===== src/rtl/cpu_run_ctrl_if.sv =====
`default_nettype none
// +----------------------------------------------------------------------------+
// | Module  : cpu_run_ctrl_if                                                  |
// | Brief   : Control/observation bundle between run controller and RISC-V core|
// | Revision: 1.0                                                              |
// +----------------------------------------------------------------------------+
interface cpu_run_ctrl_if;
    logic        cpu_rst;
    logic        cpu_ce;
    logic [3:0]  sw_out;
    logic [31:0] cpu_ip;
    logic [31:0] cpu_next;
    logic [7:0]  cpu_result;

    modport master (
        output cpu_rst, cpu_ce, sw_out,
        input  cpu_ip, cpu_next, cpu_result
    );

    modport slave (
        input  cpu_rst, cpu_ce, sw_out,
        output cpu_ip, cpu_next, cpu_result
    );
endinterface
`default_nettype wire


===== src/rtl/cpu_run_ctrl.sv =====
`default_nettype none
// +----------------------------------------------------------------------------+
// | Module  : cpu_run_ctrl                                                     |
// | Brief   : Launch/reset/free-run/single-step sequencer for the core, with   |
// |           jump-to-self halt detection, cycle counting and timeout.         |
// | Revision: 1.0                                                              |
// +----------------------------------------------------------------------------+
module cpu_run_ctrl #(
    parameter int RST_CYCLES = 2,
    parameter int MAX_CYCLES = 4096
) (
    input  wire logic         clk,
    input  wire logic         rst,
    input  wire logic         start,
    input  wire logic         stop,
    input  wire logic         mode,
    input  wire logic         step,
    input  wire logic [3:0]   switch,
    cpu_run_ctrl_if.master    cpu,
    output logic              busy,
    output logic              done,
    output logic              timeout,
    output logic [7:0]        result,
    output logic [15:0]       cycles
);

    localparam logic [2:0] c_idle  = 3'd0;
    localparam logic [2:0] c_reset = 3'd1;
    localparam logic [2:0] c_run   = 3'd2;
    localparam logic [2:0] c_pause = 3'd3;
    localparam logic [2:0] c_step  = 3'd4;
    localparam logic [2:0] c_done  = 3'd5;
    localparam logic [2:0] c_tmo   = 3'd6;

    localparam int                c_rcw      = (RST_CYCLES > 1) ? $clog2(RST_CYCLES) : 1;
    localparam logic [c_rcw-1:0]  c_rst_last = c_rcw'(RST_CYCLES - 1);
    localparam logic [15:0]       c_max      = 16'(MAX_CYCLES);

    logic [2:0]       r_state;
    logic [2:0]       w_state_nxt;
    logic [c_rcw-1:0] r_rst_cnt;
    logic             r_mode;
    logic             r_cpu_rst;
    logic             r_cpu_ce;
    logic [3:0]       r_sw_out;
    logic             r_busy;
    logic             r_done;
    logic             r_timeout;
    logic [7:0]       r_result;
    logic [15:0]      r_cycles;

    logic             w_exec;
    logic             w_halt;
    logic             w_tmo;
    logic             w_launch;
    logic [15:0]      w_cyc_inc;

    // An executed cycle is one where the core actually commits state.
    assign w_exec    = r_cpu_ce & ~r_cpu_rst;
    assign w_halt    = w_exec & (cpu.cpu_next == cpu.cpu_ip);
    assign w_cyc_inc = (r_cycles == 16'hFFFF) ? r_cycles : r_cycles + 16'd1;
    assign w_tmo     = w_exec & ~w_halt & (w_cyc_inc == c_max);
    assign w_launch  = start & ~stop &
                       ((r_state == c_idle) | (r_state == c_done) | (r_state == c_tmo));

    always_comb begin
        w_state_nxt = r_state;
        case (r_state)
            c_idle, c_done, c_tmo: begin
                if (start) w_state_nxt = c_reset;
            end
            c_reset: begin
                if (r_rst_cnt == c_rst_last) w_state_nxt = r_mode ? c_pause : c_run;
            end
            c_run, c_step: begin
                if (w_halt)                 w_state_nxt = c_done;
                else if (w_tmo)             w_state_nxt = c_tmo;
                else if (r_state == c_step) w_state_nxt = c_pause;
            end
            c_pause: begin
                if (step) w_state_nxt = c_step;
            end
            default: w_state_nxt = c_idle;
        endcase
        if (stop) w_state_nxt = c_idle;
    end

    always_ff @(posedge clk) begin
        if (rst) begin
            r_state   <= c_idle;
            r_rst_cnt <= '0;
            r_mode    <= 1'b0;
            r_cpu_rst <= 1'b1;
            r_cpu_ce  <= 1'b0;
            r_sw_out  <= 4'd0;
            r_busy    <= 1'b0;
            r_done    <= 1'b0;
            r_timeout <= 1'b0;
            r_result  <= 8'd0;
            r_cycles  <= 16'd0;
        end else begin
            r_state   <= w_state_nxt;
            // Status outputs are decoded from the next state so they stay registered.
            r_cpu_rst <= (w_state_nxt == c_idle) | (w_state_nxt == c_reset);
            r_cpu_ce  <= (w_state_nxt == c_run)  | (w_state_nxt == c_step);
            r_busy    <= (w_state_nxt == c_reset) | (w_state_nxt == c_run) |
                         (w_state_nxt == c_pause) | (w_state_nxt == c_step);
            r_done    <= (w_state_nxt == c_done);
            r_timeout <= (w_state_nxt == c_tmo);

            if (w_launch) begin
                r_sw_out  <= switch;
                r_mode    <= mode;
                r_cycles  <= 16'd0;
                r_rst_cnt <= '0;
            end else begin
                if ((r_state == c_reset) && (r_rst_cnt != c_rst_last))
                    r_rst_cnt <= r_rst_cnt + 1'b1;
                // An abort freezes the counters at their pre-abort values.
                if (w_exec && !stop)
                    r_cycles <= w_cyc_inc;
                if (w_halt && !stop)
                    r_result <= cpu.cpu_result;
            end
        end
    end

    assign cpu.cpu_rst = r_cpu_rst;
    assign cpu.cpu_ce  = r_cpu_ce;
    assign cpu.sw_out  = r_sw_out;
    assign busy        = r_busy;
    assign done        = r_done;
    assign timeout     = r_timeout;
    assign result      = r_result;
    assign cycles      = r_cycles;

endmodule
`default_nettype wire


===== src/flat_wrapper.sv =====
// flat-port wrapper written by rule: the top's interface ports become plain ports
module cpu_run_ctrl_flat 
#(
    parameter int RST_CYCLES = 2,
    parameter int MAX_CYCLES = 4096
)
  (clk, rst, start, stop, mode, step, switch, busy, done, timeout, result, cycles, cpu_cpu_rst, cpu_cpu_ce, cpu_sw_out, cpu_cpu_ip, cpu_cpu_next, cpu_cpu_result);
  cpu_run_ctrl_if cpu_i ();
  input  wire logic clk;
  input  wire logic rst;
  input  wire logic start;
  input  wire logic stop;
  input  wire logic mode;
  input  wire logic step;
  input  wire logic [3:0] switch;
  output logic busy;
  output logic done;
  output logic timeout;
  output logic [7:0] result;
  output logic [15:0] cycles;
  output wire logic [$bits(cpu_i.cpu_rst)-1:0] cpu_cpu_rst;
  output wire logic [$bits(cpu_i.cpu_ce)-1:0] cpu_cpu_ce;
  output wire logic [$bits(cpu_i.sw_out)-1:0] cpu_sw_out;
  input wire logic [$bits(cpu_i.cpu_ip)-1:0] cpu_cpu_ip;
  input wire logic [$bits(cpu_i.cpu_next)-1:0] cpu_cpu_next;
  input wire logic [$bits(cpu_i.cpu_result)-1:0] cpu_cpu_result;
  assign cpu_cpu_rst = cpu_i.cpu_rst;
  assign cpu_cpu_ce = cpu_i.cpu_ce;
  assign cpu_sw_out = cpu_i.sw_out;
  assign cpu_i.cpu_ip = cpu_cpu_ip;
  assign cpu_i.cpu_next = cpu_cpu_next;
  assign cpu_i.cpu_result = cpu_cpu_result;
  cpu_run_ctrl #(.RST_CYCLES(RST_CYCLES), .MAX_CYCLES(MAX_CYCLES)) u_core (.clk(clk), .rst(rst), .start(start), .stop(stop), .mode(mode), .step(step), .switch(switch), .cpu(cpu_i), .busy(busy), .done(done), .timeout(timeout), .result(result), .cycles(cycles));
endmodule

===== config.mk =====
export PLATFORM = sky130hd
export DESIGN_NAME = cpu_run_ctrl_flat
export DESIGN_NICKNAME = d
export VERILOG_FILES = /design/src/rtl/cpu_run_ctrl_if.sv /design/src/rtl/cpu_run_ctrl.sv /design/src/flat_wrapper.sv
export SDC_FILE = /design/constraint.sdc
export NUM_CORES = 1
export LEC_CHECK = 0
export CORE_AREA = 2 2 86 88
export DETAILED_ROUTE_END_ITERATION = 10
export DIE_AREA = 0 0 88 90
export PLACE_DENSITY_LB_ADDON = 0.15
export SYNTH_ARGS = -nofsm -noshare
export SYNTH_HDL_FRONTEND = slang
export SYNTH_SLANG_ARGS = --single-unit

===== constraint.sdc =====
create_clock -name clk -period 3.42 [get_ports clk]
set_clock_uncertainty 0.1 [all_clocks]
set_input_delay 0.342 -clock clk [delete_from_list [all_inputs] [get_ports clk]]
set_output_delay 0.342 -clock clk [all_outputs]
set_load 0.05 [all_outputs]

== Word-level counts from Yosys, hierarchy flattened ==
Cells that the tools add are included.
W data, S select, Z words.

* Output and inout bits: 33
* Flip-flop bits (word level): 38
* Logic and storage cells: 66

* Muxes and demuxes: 10
* Equality and inequality tests: 15
* Add/sub/neg operators: 2
* Reductions and logical operators: 10
* Bitwise logic cells: 18

{| class="wikitable"
|+ Operators with widths
! operator !! number
|-
| $eq A32 B32 Y1 || 1
|-
| $mux W3 || 7
|-
| $eq A3 B3 Y1 const B || 6
|-
| $add A16 B1 Y16 const B || 1
|-
| $eq A16 B13 Y1 const B || 1
|-
| $eq A16 B16 Y1 const B || 1
|-
| $mux W16 || 1
|-
| $eq A3 B2 Y1 const B || 4
|-
| $pmux W3 S4 || 1
|-
| $or A1 B1 Y1 || 7
|-
| $and A1 B1 Y1 || 6
|-
| $eq A3 B1 Y1 const B || 2
|-
| $logic_not A3 Y1 || 2
|-
| $not A1 Y1 || 5
|-
| $reduce_or A2 Y1 || 2
|-
| $logic_and A1 B1 Y1 || 3
|-
| $reduce_or A3 Y1 || 1
|-
| $reduce_and A2 Y1 || 1
|-
| $add A1 B1 Y1 const B || 1
|-
| $logic_not A1 Y1 || 1
|-
| $mux W1 || 1
|}

== Logic depth before layout (Yosys ltp) ==
* Word-level depth: 14
* Mapped depth: 10

== Worst setup path before layout ==
Ideal clock, no wire load.

* Kind: register to register
* From: register u_core.r_cycles[0], in the netlist u_core.cycles[0]
* To: register u_core.r_cpu_rst, in the netlist u_core.cpu.cpu_rst
* Arrival: 2.927 ns
* Path buffers: 1
* Period minus slack after synthesis: 3.142 ns
* Library setup time: 0.115 ns
* Slack: 0.278 ns
* Stages on the path, launching flop included: 11
* Path through: dfxtp_1 > ha_1 > nand3_1 > or4_1 > buf_2 > a211o_1 > a21oi_2 > nand4_2 > a31oi_1 > a21oi_2 > o21a_1

* Cells in the longest elaborated chain, start to end: 10
* Elaborated cells between the ends (all ways): 12

{| class="wikitable"
|+ Ends and longest elaborated chain
! element !! RTL line !! RTL
|-
| start, declared || cpu_run_ctrl.sv:50 || <nowiki>logic [15:0] r_cycles;</nowiki>
|-
| start signal, assigned || cpu_run_ctrl.sv:121 || <nowiki>r_cycles <= w_cyc_inc;</nowiki>
|-
| $add A16 B1 Y16 / $eq A16 B16 Y1 (equally long branches) || cpu_run_ctrl.sv:61 || <nowiki>assign w_cyc_inc = (r_cycles == 16'hFFFF) ? r_cycles : r_cycles + 16'd1;</nowiki>
|-
| $mux W16 (*) || cpu_run_ctrl.sv:61 ||
|-
| $eq A16 B13 Y1 (*) || cpu_run_ctrl.sv:62 || <nowiki>assign w_tmo = w_exec & ~w_halt & (w_cyc_inc == c_max);</nowiki>
|-
| $and A1 B1 Y1 (*) || cpu_run_ctrl.sv:62 ||
|-
| $mux W3 (*) || cpu_run_ctrl.sv:77 || <nowiki>else if (w_tmo) w_state_nxt = c_tmo;</nowiki>
|-
| $mux W3 (*) || cpu_run_ctrl.sv:76 || <nowiki>if (w_halt) w_state_nxt = c_done;</nowiki>
|-
| $pmux W3 S4 (*) || cpu_run_ctrl.sv:68 || <nowiki>case (r_state)</nowiki>
|-
| $mux W3 (*) || cpu_run_ctrl.sv:85 || <nowiki>if (stop) w_state_nxt = c_idle;</nowiki>
|-
| $eq A3 B1 Y1 / $logic_not A3 Y1 (equally long branches) || cpu_run_ctrl.sv:104 || <nowiki>r_cpu_rst <= (w_state_nxt == c_idle) | (w_state_nxt == c_reset);</nowiki>
|-
| $or A1 B1 Y1 (*) || cpu_run_ctrl.sv:104 ||
|-
| end signal, assigned || cpu_run_ctrl.sv:104 ||
|-
| end, declared || cpu_run_ctrl.sv:43 || <nowiki>logic r_cpu_rst;</nowiki>
|}

Mark *: on every way between the ends. The rest lies on a longest branch, timed or not.
A chain may end at the register's enable or synchronous reset.

== Worst setup path in the final report ==
* From: register u_core.r_cycles[0], in the netlist u_core.cycles[0]
* To: register u_core.r_done, in the netlist u_core.done

* Cells in the longest elaborated chain, start to end: 9
* Elaborated cells between the ends (all ways): 10

{| class="wikitable"
|+ Ends and longest elaborated chain
! element !! RTL line !! RTL
|-
| $add A16 B1 Y16 / $eq A16 B16 Y1 (equally long branches) || cpu_run_ctrl.sv:61 ||
|-
| $mux W16 (*) || cpu_run_ctrl.sv:61 ||
|-
| $eq A16 B13 Y1 (*) || cpu_run_ctrl.sv:62 ||
|-
| $and A1 B1 Y1 (*) || cpu_run_ctrl.sv:62 ||
|-
| $mux W3 (*) || cpu_run_ctrl.sv:77 ||
|-
| $mux W3 (*) || cpu_run_ctrl.sv:76 ||
|-
| $pmux W3 S4 (*) || cpu_run_ctrl.sv:68 ||
|-
| $mux W3 (*) || cpu_run_ctrl.sv:85 ||
|-
| $eq A3 B3 Y1 (*) || cpu_run_ctrl.sv:108 || <nowiki>r_done <= (w_state_nxt == c_done);</nowiki>
|-
| end signal, assigned || cpu_run_ctrl.sv:108 ||
|-
| end, declared || cpu_run_ctrl.sv:47 || <nowiki>logic r_done;</nowiki>
|}

Marked as above.

==> reports/summary.md <==
* result of the run: finished clean
* clock tree from TritonCTS: done
* maximum number of pins on one net before global-route repair: 18
* Yosys cell types: 45
* launch point of the critical path: u_core.cycles[0]$_SDFFE_PP0P_
* crit end category: flip-flop
* area of the mapped netlist: 2390 um2
* maximum count of clock buffers along a single path: 2
* number of buffers added by the clock tree synthesis step: 5
* kind of start point of the critical path: flip-flop
* combinational family with the most area after synthesis: simple AND/OR/NAND/NOR gates
* Die H: 90 um
* xor/xnor cell area share of the yosys netlist: 0.168
* detailed-route via count: 2450
* count of routing violations after the opening detailed-route iteration: 78
* start of the worst register-to-register path: u_core.cycles[0]$_SDFFE_PP0P_
* CTS clock-pin slew for the worst setup and hold paths: 0.08 ns
* most used cell, CP: a21oi_2
* Gate power share: 0.169
* first-pass GRT wire length: 10.8 mm
* input/output buffers: 114
* initial antenna violation count: 0
* number of synthesis warnings: 0
* worst setup timing slack at the placement stage: 0.457 ns
* Least-Margin Pin Slew: 0.658 ns
* hold-fix buffer count after cts: 0
* HPWL after DPL: 5.22 mm
* number of antenna cells inserted: 0
* core outline area: 7020 um2
* slack of the worst reg-to-reg path: 0.46 ns
* highest-count cells in the layout ignoring fill and taps: clkdlybuf4s50_1, nor2_1, dfxtp_1
* required time reported for the critical path endpoint: 3.53 ns
* area growth from synthesis to final layout: 56.2%
* worst hold-check slack: 0.405 ns
* Cell Count Post-Placement: 494
* count of cells along the worst register-to-register path: 9
* shortest period the worst path allows: 2.96 ns
* Slowest Stage Delay on Critical Path: 0.70 ns
* portion of netlist area occupied by mux cells: 0.0799
* width of the die: 88 um
* Int Pwr: 861 uW
* Critical-path top delay cell: or4_1
* via count of the first global-routing pass: 2326
* fraction of final layout cells with drive strength greater than 1: 0.0546
* sequential element share of the synthesized area: 0.318
* Seq cells post-synth: 38
* adder and majority cell fraction of the synthesized area: 0.00522
* Leak: 1.30 nW
* die area: 7920 um2
* Via-to-Cell Ratio: 4.88
* Post-synth EDFFs: 0
* FF+latch area: 761 um2
* multi-input logic area: 1540 um2
* final critical-path setup slack: 0.457 ns
* highest net fanout along the worst path: 9
* core occupancy in the finished layout: 0.533
* antenna violation net count after detailed routing: 0
* finished layout cell area: 3740 um2
* class of the worst hold path: flip-flop to flip-flop
* most frequent standard cell in the layout excluding fill and tap cells: clkdlybuf4s50_1
* complex-gate fraction of the synthesized area: 0.125
* drt wl/cell: 13.1 um
* ordered cell list for the critical path: ha_1 -> nand3_1 -> or4_1 -> a211o_1 -> a21oi_2 -> nand4_2 -> a31oi_1 -> a21oi_2 -> nor4_2
* number of H-tree branching levels: 2
* maximum capacitance violations: 0
* total global routing track utilization: 0.168
* Setup Fix Bufs, Post-CTS: 0
* fraction of the mapped netlist area in simple logic gates: 0.262
* clock network power share: 0.420
* fin crit share: 0.866
* Sw Share: 0.216
* Net count, final: 485
* Crit Path Class: flip-flop to flip-flop
* net count of the mapped netlist: 379
* CTS root buffer: clkbuf_8
* clock sink count: 38
* unrepaired setup endpoints after global routing: false
* number of inserted filler cells in the final layout: 685
* count of pins over their slew limit: 0
* headroom to the max-slew limit: 0.557
* post-cts repair resize count: 0
* Crit Reg-Reg Endpoint: u_core.done$_SDFF_PP0_
* total DRC errors in the routed layout: 0
* placed cell area: 3600 um2
* Critical path destination: u_core.done$_SDFF_PP0_
* clock latency of the later-clocked register in the worst-skew pair: 0.30 ns
* Core Rows: 31
* total design power: 1.10 mW
* Final Routed Wirelength: 6.59 mm
* post-synthesis async set-or-reset flop share: 0
* I/O pin count: 115
* maximum vdd drop: 0.208 mV
* cells after synthesis: 296
* final-report hold violation count: 0
* Switching Power: 237 uW
* data arrival time of the critical path: 3.08 ns
* Power Dens Cells: 294 nW/um2
* sequential fraction of design power: 0.411
* final-report setup violation count: 0
* first-pass iteration count of the detailed router: 4
* Max Clock Freq: 0.337 GHz
* Avg Inst Size Synth: 8.09 um2
* total grt overflow: 0
* Setup Total Neg Slack: 0 ns
* starting density of the core: 0.341
* gp weighted congestion: 0.866
* Post-synth top flop: dfxtp_1
* Cell Count, Final, Fillers Out: 502
cell usage after synthesis, types with 5 or more instances:
cell / n / area (um2)
nor3_1: 5 / 25.0
inv_1: 7 / 26.3
o21ai_0: 8 / 40.0
nor2b_1: 5 / 31.3
dfxtp_1: 38 / 761
mux2i_1: 18 / 180
a31oi_1: 7 / 43.8
nand2_1: 23 / 86.3
xor2_1: 9 / 78.8
nand4_1: 15 / 93.8
nor2_1: 44 / 165
xnor2_1: 37 / 324
nand3_1: 9 / 45.0
clkbuf_1: 12 / 45.0
a21oi_1: 6 / 30.0
final cells by class:
| cell class | instances | share of cell area |
|---|---|---|
| Clock inverter | 3 | 0.0184 |
| Inverter | 7 | 0.00703 |
| Multi-Input combinational cell | 234 | 0.411 |
| Sequential cell | 38 | 0.203 |
| Tap cell | 99 | 0.0331 |
| Timing Repair Buffer | 116 | 0.309 |
| Clock buffer | 5 | 0.0184 |
layer usage:
layer / track usage / share of wire / up-vias
met4: 0.0615 / 0.022 / 0
li1: - / - / 1256
met1: 0.214 / 0.44 / 1108
met3: 0.0340 / 0.052 / 12
met5: 0 / 0 / -
met2: 0.276 / 0.49 / 74
power groups by stage:
stage / combinational [mW] / clock [mW] / sequential (mW)
final: 0.186 / 0.461 / 0.452
after detailed placement: 0.187 / 0 / 0.462
after CTS: 0.188 / 0.477 / 0.452
after global routing: 0.201 / 0.490 / 0.453
after global placement: 0.185 / 0 / 0.462
after floorplan: 0.0626 / 0 / 0.471
flip-flops by register name, summed over array words and instances, names as in the netlist:
signal,cells
u_core.cpu.cpu_ce,1
u_core.busy,1
u_core.done,1
u_core.cycles,16
u_core.cpu.cpu_rst,1
u_core.r_state,3
u_core.r_mode,1
u_core.r_rst_cnt,1
u_core.cpu.sw_out,4
u_core.result,8
u_core.timeout,1
critical path, delay by kind of cell (launching register included):
kind	cells	cell delay, ns
adders and majority gates	1	0.30
DFF	1	0.48
AOI/OAI and AO/OA	4	0.78
and+or+nand+nor	4	1.20
logic make-up after synthesis:
| logic type | Yosys count |
|---|---|
| and+or+nand+nor | 125 |
| xor gates and xnor gates | 46 |
| AOI/OAI and AO/OA | 43 |
| DFF | 38 |
| buffers and inverters | 24 |
| muxes | 19 |
| adders and majority gates | 1 |
how the worst min path moves through the flow:
stage	from	to	slack, ns	depth (start not counted)
floorplan	rst	u_core.cpu.sw_out[0]$_SDFFE_PP0P_	0.31	1
global placement	u_core.cpu.sw_out[1]$_SDFFE_PP0P_	u_core.cpu.sw_out[1]$_SDFFE_PP0P_	0.37	2
detailed placement	u_core.result[6]$_SDFFE_PP0P_	u_core.result[6]$_SDFFE_PP0P_	0.39	2
CTS	u_core.cpu.sw_out[3]$_SDFFE_PP0P_	u_core.cpu.sw_out[3]$_SDFFE_PP0P_	0.41	2
global route	u_core.r_mode$_SDFFE_PP0P_	u_core.r_mode$_SDFFE_PP0P_	0.45	2
finish	u_core.cpu.sw_out[3]$_SDFFE_PP0P_	u_core.cpu.sw_out[3]$_SDFFE_PP0P_	0.40	2
(Power assumes the default switching activity.)
